[src/rtl/mem_arbiter.sv]
// Arbiter sharing one single-port RAM between instruction fetch and load/store.
// Data has priority; a bounded run counter forces a fetch grant after MAX_DATA_RUN data wins.
module mem_arbiter #(
   parameter int ADDR_W       = 16,
   parameter int DATA_W       = 16,
   parameter int MEM_WORDS    = 512,
   parameter int MAX_DATA_RUN = 2
) (
   input  logic              clk,
   input  logic              reset,
   input  logic              if_req,
   input  logic [ADDR_W-1:0] if_addr,
   output logic [DATA_W-1:0] if_rdata,
   output logic              if_ack,
   input  logic              d_req,
   input  logic              d_we,
   input  logic [ADDR_W-1:0] d_addr,
   input  logic [DATA_W-1:0] d_wdata,
   output logic [DATA_W-1:0] d_rdata,
   output logic              d_ack,
   output logic              err,
   output logic              busy,
   output logic [ADDR_W-1:0] mem_addr,
   output logic              mem_we,
   output logic [DATA_W-1:0] mem_wdata,
   input  logic [DATA_W-1:0] mem_rdata
);

   localparam int                RUN_W     = $clog2(MAX_DATA_RUN + 1);
   localparam logic [RUN_W-1:0]  RUN_MAX   = RUN_W'(MAX_DATA_RUN);
   localparam logic [ADDR_W:0]   MEM_LIMIT = (ADDR_W + 1)'(MEM_WORDS);

   function automatic logic in_range(input logic [ADDR_W-1:0] addr);
      return ({1'b0, addr} < MEM_LIMIT);
   endfunction

   typedef enum logic [1:0] {
      IDLE   = 2'd0,
      ACCESS = 2'd1,
      RESP   = 2'd2
   } state_t;

   state_t            state_r;
   state_t            state_next_s;
   logic [RUN_W-1:0]  run_cnt_r;
   logic              win_data_r;
   logic              lat_we_r;
   logic              lat_inr_r;
   logic [ADDR_W-1:0] lat_addr_r;
   logic [DATA_W-1:0] lat_wdata_r;
   logic [DATA_W-1:0] if_rdata_r;
   logic [DATA_W-1:0] d_rdata_r;
   logic              if_ack_r;
   logic              d_ack_r;
   logic              err_r;
   logic              grant_d_s;
   logic              grant_f_s;
   logic [DATA_W-1:0] cap_data_s;

   // Arbitration; requests are only looked at in IDLE, so a req still high in RESP is ignored.
   always_comb begin
      grant_d_s = 1'b0;
      grant_f_s = 1'b0;
      if (state_r == IDLE) begin
         if (d_req && (!if_req || (run_cnt_r != RUN_MAX))) begin
            grant_d_s = 1'b1;
         end else if (if_req) begin
            grant_f_s = 1'b1;
         end else begin
            grant_d_s = 1'b0;
            grant_f_s = 1'b0;
         end
      end else begin
         grant_d_s = 1'b0;
         grant_f_s = 1'b0;
      end
   end

   // FSM state register
   always_ff @(posedge clk) begin
      if (reset) begin
         state_r <= IDLE;
      end else begin
         state_r <= state_next_s;
      end
   end

   // FSM next-state logic
   always_comb begin
      state_next_s = state_r;
      case (state_r)
         IDLE:    state_next_s = (grant_d_s || grant_f_s) ? ACCESS : IDLE;
         ACCESS:  state_next_s = RESP;
         RESP:    state_next_s = IDLE;
         default: state_next_s = IDLE;
      endcase
   end

   // Writes and out-of-range accesses return zero
   always_comb begin
      cap_data_s = {DATA_W{1'b0}};
      if (lat_we_r || !lat_inr_r) begin
         cap_data_s = {DATA_W{1'b0}};
      end else begin
         cap_data_s = mem_rdata;
      end
   end

   // Grant latching, run counter and response registers
   always_ff @(posedge clk) begin
      if (reset) begin
         run_cnt_r   <= {RUN_W{1'b0}};
         win_data_r  <= 1'b0;
         lat_we_r    <= 1'b0;
         lat_inr_r   <= 1'b0;
         lat_addr_r  <= {ADDR_W{1'b0}};
         lat_wdata_r <= {DATA_W{1'b0}};
         if_rdata_r  <= {DATA_W{1'b0}};
         d_rdata_r   <= {DATA_W{1'b0}};
         if_ack_r    <= 1'b0;
         d_ack_r     <= 1'b0;
         err_r       <= 1'b0;
      end else begin
         if_ack_r <= 1'b0;
         d_ack_r  <= 1'b0;
         err_r    <= 1'b0;
         if (grant_d_s) begin
            win_data_r  <= 1'b1;
            lat_addr_r  <= d_addr;
            lat_we_r    <= d_we;
            lat_wdata_r <= d_wdata;
            lat_inr_r   <= in_range(d_addr);
            if (if_req) begin
               run_cnt_r <= (run_cnt_r == RUN_MAX) ? RUN_MAX : run_cnt_r + RUN_W'(1);
            end else begin
               run_cnt_r <= {RUN_W{1'b0}};
            end
         end else if (grant_f_s) begin
            win_data_r  <= 1'b0;
            lat_addr_r  <= if_addr;
            lat_we_r    <= 1'b0;
            lat_wdata_r <= d_wdata;
            lat_inr_r   <= in_range(if_addr);
            run_cnt_r   <= {RUN_W{1'b0}};
         end else if (state_r == ACCESS) begin
            if (win_data_r) begin
               d_rdata_r <= cap_data_s;
               d_ack_r   <= 1'b1;
            end else begin
               if_rdata_r <= cap_data_s;
               if_ack_r   <= 1'b1;
            end
            err_r <= !lat_inr_r;
         end
      end
   end

   // FSM-decoded outputs; the RAM write strobe exists only during ACCESS
   always_comb begin
      mem_we = (state_r == ACCESS) && lat_we_r && lat_inr_r;
      busy   = (state_r == ACCESS) || (state_r == RESP);
   end

   assign mem_addr  = lat_addr_r;
   assign mem_wdata = lat_wdata_r;
   assign if_rdata  = if_rdata_r;
   assign d_rdata   = d_rdata_r;
   assign if_ack    = if_ack_r;
   assign d_ack     = d_ack_r;
   assign err       = err_r;

endmodule

[config.mk]
export PLATFORM = sky130hd
export DESIGN_NAME = mem_arbiter
export DESIGN_NICKNAME = d
export VERILOG_FILES = /design/src/rtl/mem_arbiter.sv
export SDC_FILE = /design/constraint.sdc
export NUM_CORES = 1
export LEC_CHECK = 0
export ABC_CLOCK_PERIOD_IN_PS = 1870
export BUFFER_PORTS_ARGS = -buffer_cell sky130_fd_sc_hd__buf_2
export CORE_UTILIZATION = 30
export CTS_BUF_LIST = sky130_fd_sc_hd__clkbuf_8
export CTS_CLUSTER_DIAMETER = 40
export DETAILED_ROUTE_END_ITERATION = 16
export SLEW_MARGIN = 20
export SYNTH_ARGS = -nofsm -noshare
export SYNTH_HDL_FRONTEND = slang
export SYNTH_SLANG_ARGS = --single-unit
export TNS_END_PERCENT = 30
[constraint.sdc]
create_clock -name clk -period 1.87 [get_ports clk]
set_clock_uncertainty 0.1 [all_clocks]
set_input_delay 0.374 -clock clk [delete_from_list [all_inputs] [get_ports clk]]
set_output_delay 0.374 -clock clk [all_outputs]
set_load 0.03 [all_outputs]
==> out/metrics.yaml, run 1 <==
outcome: "finished, final reports clean"
cp-start-kind: "flop"
mappedNetlistNets: 407
path_buf_inv: 2
hold_path_class: "input port to flop"
antenna_found_initial: 0
coreArea_um2: 9820
worst_pin_slew_ns: 0.463
drc: 0
postCtsHoldBufs: 0
finalHoldViolations: 0
dp_slack_ns: 0.266
relSlewSlack: 0.691
cts.sinks: 74
cts_tree: "done"
cap_violations: 0
powerDensity_nw_per_um2: 912
fin_setup_tns_ns: 0
mostFrequentLayoutCells: "buf_2, dfxtp_1, nand2_1"
rsz0062_at_grt: "false"
yosysWarnings: 0
post-dp-hpwl_um: 5710
die-area_um2: 10600
p_leak_nw: 2.00
required_ns: 1.40
cp_max_fo: 5
gr-usage-all-layers: 0.154
grt-ovfl-total: 0
power_frac_clock: 0.365
htree_levels: 3
dieWidth_um: 103
seqPwrFrac: 0.457
finalWorstSetupSlack_ns: 0.100
syn-cell-area_um2: 3050
synthFlopType: "dfxtp_1"
cts_made_buffers: 9
period_needed_ns: 1.77
ys_seq_area_frac: 0.485
clk_path_buf_depth: 2
fin_crit_sh: 0.946
diodes: 0
vdd_ir_drop_max_mv: 0.512
die_y_um: 103
critPathMaxStageDelay_ns: 0.30
r2r-start: "state_r[0]$_SDFF_PP0_"
end_kind: "primary output"
grt_pass1_vias: 2710
drt_iter0_drc: 101
routabilityCongestion: 0.770
row_count: 36
start_util: 0.311
cts_root_buf: "clkbuf_8"
port_buffers: 137
syn_avg_cell_area_um2: 9.14
drive_gt1_frac: 0.354
internal_power_mw: 2.65
slew_violations: 0
ios: 138
final_common_cell: "buf_2"
clock_latency_ns: 0.34
dr.pass1.iters: 4
synth_cells: 334
synth_edf_count: 0
p_comb_frac: 0.177
num-nets-final: 540
routed_wl_um: 7900
ys_types: 32
setup-violations-final: 0
crit_arrival_ns: 1.30
wire_per_inst_um: 13.1
vias: 2790
via_per_inst: 4.61
path_delay_family: "flip-flops"
path_class: "flop to primary output"
drtAntennaViolNets: 0
grt_max_degree: 51
power.net_switching_mw: 1.08
setup.worst_path.start: "state_r[1]$_SDFF_PP0_"
slowest_stage: "dfxtp_1"
cts_setup_buffers: 0
switching_share: 0.289
area_growth_pct: 34.2
worstPathCellList: "inv_1 > ha_2 > and3_1 > clkbuf_4"
clkTransAtPathRegs_ns: 0.09
hold_path.startpoint: "d_wdata[7]"
grt_pass1_wl_um: 12500
fmax_mhz: 565
ys_ff_latch: 74
synthArstFlopShare: 0
-- power by group through the flow --
stage / clock network (mW) / logic [mW] / registers [mW]
2_1_floorplan: 0 / 0.290 / 1.89
3_3_place_gp: 0 / 0.662 / 1.74
3_5_place_dp: 0 / 0.670 / 1.74
4_1_cts: 1.41 / 0.670 / 1.71
5_1_grt: 1.49 / 0.724 / 1.72
6_report: 1.36 / 0.663 / 1.71
-- cell usage after synthesis (4+ instances only) --
library cell,instances,share of area
buf_2,13,0.021
nor3_1,4,0.0066
o21ai_1,10,0.016
nand3_1,16,0.026
o21ai_0,6,0.0098
a311oi_1,17,0.049
nand2b_1,32,0.066
dfxtp_1,74,0.49
a21oi_1,18,0.030
ha_1,4,0.016
nand2_1,53,0.065
inv_1,4,0.0049
nor2_1,20,0.025
mux2i_1,32,0.10
clkbuf_1,8,0.0098
-- kinds of logic (layout without fill, tap and decap cells) --
| kind of cell | Yosys count | count (layout) | share of synthesized area |
|---|---|---|---|
| AND/OR/NAND/NOR | 138 | 138 | 0.222 |
| flip-flops | 74 | 74 | 0.485 |
| AO/OA/AOI/OAI | 56 | 56 | 0.120 |
| multiplexers | 32 | 32 | 0.105 |
| buffers and inverters | 30 | 168 | 0.0508 |
| adder cells (fa/ha/maj) | 4 | 4 | 0.0164 |
-- tightest hold or removal path, delay by kind of cell --
| family | cells | cell delay, ns |
|---|---|---|
| AOI/OAI and AO/OA | 1 | 0.05 |
| buffers and inverters | 1 | 0.09 |
| and+or+nand+nor | 1 | 0.05 |
-- state kept, by name, indices dropped and copies added (netlist names), 2 cells and up --
name	cells
state_r	2
run_cnt_r	2
mem_addr	16
mem_wdata	16
if_rdata	16
d_rdata	16
-- per-stage QoR --
stage	hold WS (ns)	total power [mW]	std cells	cell area, um^2	utilization
2_1_floorplan	0.327	2.18	334	3050	-
3_3_place_gp	0.338	2.40	589	3870	0.394
3_5_place_dp	0.346	2.41	589	3870	0.394
4_1_cts	0.135	3.79	605	4090	0.416
5_1_grt	0.137	3.93	605	4090	0.417
6_report	0.158	3.73	605	4090	0.417
-- final timing paths --
| path | endpoint | slack (ns) | depth (start not counted) |
|---|---|---|---|
| min | mem_wdata[7]$_SDFFE_PP0N_ | 0.16 | 3 |
| min reg2reg | run_cnt_r[0]$_SDFFE_PP0N_ | 0.36 | 2 |
| max reg2reg | mem_addr[6]$_SDFFE_PP0N_ | 0.27 | 6 |
| max | mem_we | 0.10 | 4 |
-- what timing repair did --
action | in CTS | in global routing
setup endpoints to repair | 0 | 1
gates resized for setup | 0 | 2
hold endpoints to repair | 0 | 0
-- routing by layer --
metal,share of wire,vias up,global-route usage
met5,0,-,0
met4,0.012,0,0.0488
met3,0.073,10,0.0597
met2,0.49,100,0.274
met1,0.42,1270,0.169
li1,-,1410,-
-- layout make-up --
type                       count  area (um^2)
multi-input combinational    230         1420
fill                         999         5730
timing repair buffer         148          796
sequential                    74         1480
tap                          133          166
clock inverter                 7         93.8
clock buffer                   9          124
inverter                       4         15.0
No activity file was read; power rests on OpenSTA's default activity.
==> inputs of run 2 (changes only) <==
CORE_ASPECT_RATIO = 0.8   (was unset)
CORE_UTILIZATION = 48   (was 30)
PLACE_DENSITY = 0.81   (was unset)
==> run 2 against run 1 <==
  * Routed wire length fell by 6.2%
  * Via count grew 0.47%
  * Global-route usage grew 7.1 points
  * Highest routed layer is now met5
  * Clock power rose by 9%
  * Worst setup slack worse by 0.028 ns
  * Non-clock buffer count fell by 1
  * Sequential share of layout area is 0.36 points higher
  * Largest power group unchanged
  * Sequential power about the same
  * Design area is 0.98% lower
  * Power grew 3.1%
==> out/metrics.yaml, run 2 (synthesis gave the netlist of run 1 again) <==
period_needed_ns: 1.80  # +0.0281 ns
min_delay_path_depth: 3  # unchanged
die_y_um: 73.3  # -29%
cts_tree: "done"
cap_violations: 0  # unchanged
routed_wl_um: 7410  # -6.2%
area_growth_pct: 32.8
setup-violations-final: 0  # unchanged
drc: 0  # unchanged
hold_path_class: "input port to flop"
cp-start-kind: "flop"
vdd_ir_drop_max_mv: 0.556  # +8.6%
slew_violations: 0  # unchanged
crit_arrival_ns: 1.32  # +0.02 ns
dr.pass1.iters: 4  # unchanged
cts_made_buffers: 9  # unchanged
path_class: "flop to primary output"
row_count: 25  # -31%
worst_pin_slew_ns: 0.362  # -0.101 ns
internal_power_mw: 2.82  # +6.2%
powerDensity_nw_per_um2: 950  # +4.1%
cts_setup_buffers: 0  # unchanged
drive_gt1_frac: 0.353  # -0.000622
fin_crit_sh: 0.961  # +0.0151
path_buf_inv: 2  # unchanged
seqPwrFrac: 0.443  # -0.014
finalHoldViolations: 0  # unchanged
antenna_found_initial: 1  # +1
switching_share: 0.268  # -0.0214
via_per_inst: 5.09  # +10%
clock_latency_ns: 0.34  # about the same
die-area_um2: 6680  # -37%
end_kind: "primary output"
post-dp-hpwl_um: 5230  # -8.4%
grt_pass1_vias: 2680  # -1.1%
wire_per_inst_um: 13.5  # +3.0%
slowest_stage: "dfxtp_1"
coreArea_um2: 6010  # -39%
p_comb_frac: 0.172  # -0.005
cp.depth: 4  # unchanged
relSlewSlack: 0.759  # +0.0676
power.total_mw: 3.85  # +3.1%
fin_setup_tns_ns: 0  # unchanged
power.net_switching_mw: 1.03  # -4.5%
grt_max_degree: 51  # unchanged
ios: 138  # unchanged
fmax_mhz: 556  # -1.6%
cp_max_fo: 5  # unchanged
start_util: 0.508  # +0.197
path_delay_family: "flip-flops"
final_common_cell: "buf_2"
diodes: 0  # unchanged
outcome: "finished, final reports clean"
mostFrequentLayoutCells: "buf_2, dfxtp_1, nand2_1"
critPathMaxStageDelay_ns: 0.30  # about the same
rsz0062_at_grt: "false"
htree_levels: 3  # unchanged
cts.sinks: 74  # unchanged
gr-usage-all-layers: 0.225  # +0.0713
r2r_cells: 6  # unchanged
grt-ovfl-total: 0  # unchanged
clkTransAtPathRegs_ns: 0.08  # about the same
worstPathCellList: "inv_1 > ha_2 > and3_1 > buf_2"
multi_input_area_um2: 1420  # unchanged
port_buffers: 137  # unchanged
p_leak_nw: 2.01  # +0.34%
clk_path_buf_depth: 2  # unchanged
power_frac_clock: 0.386  # +0.021
seqCellArea_um2: 1480  # unchanged
cts_root_buf: "clkbuf_8"
drtAntennaViolNets: 0  # unchanged
n_fill_cell: 530  # -47%
drt_iter0_drc: 130  # +29%
grt_pass1_wl_um: 12000  # -4.2%
vias: 2803  # +0.47%
dieWidth_um: 91.1  # -11%
routabilityCongestion: 0.801  # +4.1%
required_ns: 1.40  # about the same
num-nets-final: 539  # -0.19%
==> run 2: worst paths after layout <==
check                                  from                        end  slack, ns
setup / recovery      state_r[1]$_SDFF_PP0_                     mem_we       0.07
hold / removal                   d_wdata[8]  mem_wdata[8]$_SDFFE_PP0N_       0.16
setup reg to reg      state_r[0]$_SDFF_PP0_   mem_addr[2]$_SDFFE_PP0N_       0.20
hold reg to reg   mem_wdata[8]$_SDFFE_PP0N_  mem_wdata[8]$_SDFFE_PP0N_       0.35
==> run 2: routing by layer <==
metal / wire, um / global-route usage / vias to the layer above
li1: - / - / 1412
met4: 153 / 0.104 / 2
met3: 471 / 0.0673 / 20
met5: 13 / 0 / -
met1: 3230 / 0.264 / 1273
met2: 3540 / 0.386 / 96
==> run 2: repair_timing <==
item / in CTS / in global routing
resized for setup: 1 / 0
endpoints found under the setup margin: 1 / 0
hold buffers: 0 / 0
==> run 2: layout make-up <==
class                   count  share of cell area
clock buffers              10              0.0340
repair buffers            147               0.197
inverters                   4             0.00370
flip-flops and latches     74               0.365
clock inverters             5              0.0253
multi-input cells         230               0.350
well taps                  81              0.0250
==> run 2: worst register-to-register path, cell delays in order (launching register included) <==
cell      delay, ns
dfxtp_1        0.32
inv_1          0.05
ha_1           0.24
and2_1         0.31
buf_12         0.18
nand3_1        0.08
a311oi_1       0.29
==> run 2: metrics by stage <==
stage                util  area [um^2]  setup WS (ns)  instances  hold WS, ns
detailed placement  0.635         3810          0.220        536        0.343
global placement    0.635         3810          0.324        536        0.339
finish              0.675         4050         0.0720        551        0.165
global route        0.675         4050        0.00190        551        0.158
floorplan               -         3050          0.314        334        0.327
CTS                 0.675         4050         0.0443        551        0.145
==> run 2: power by group through the flow <==
stage          registers, mW  clock network, mW  logic (mW)
2_1_floorplan           1.89                  0       0.290
3_3_place_gp            1.74                  0       0.652
3_5_place_dp            1.74                  0       0.662
4_1_cts                 1.70               1.52       0.664
5_1_grt                 1.71               1.58       0.716
6_report                1.70               1.48       0.661
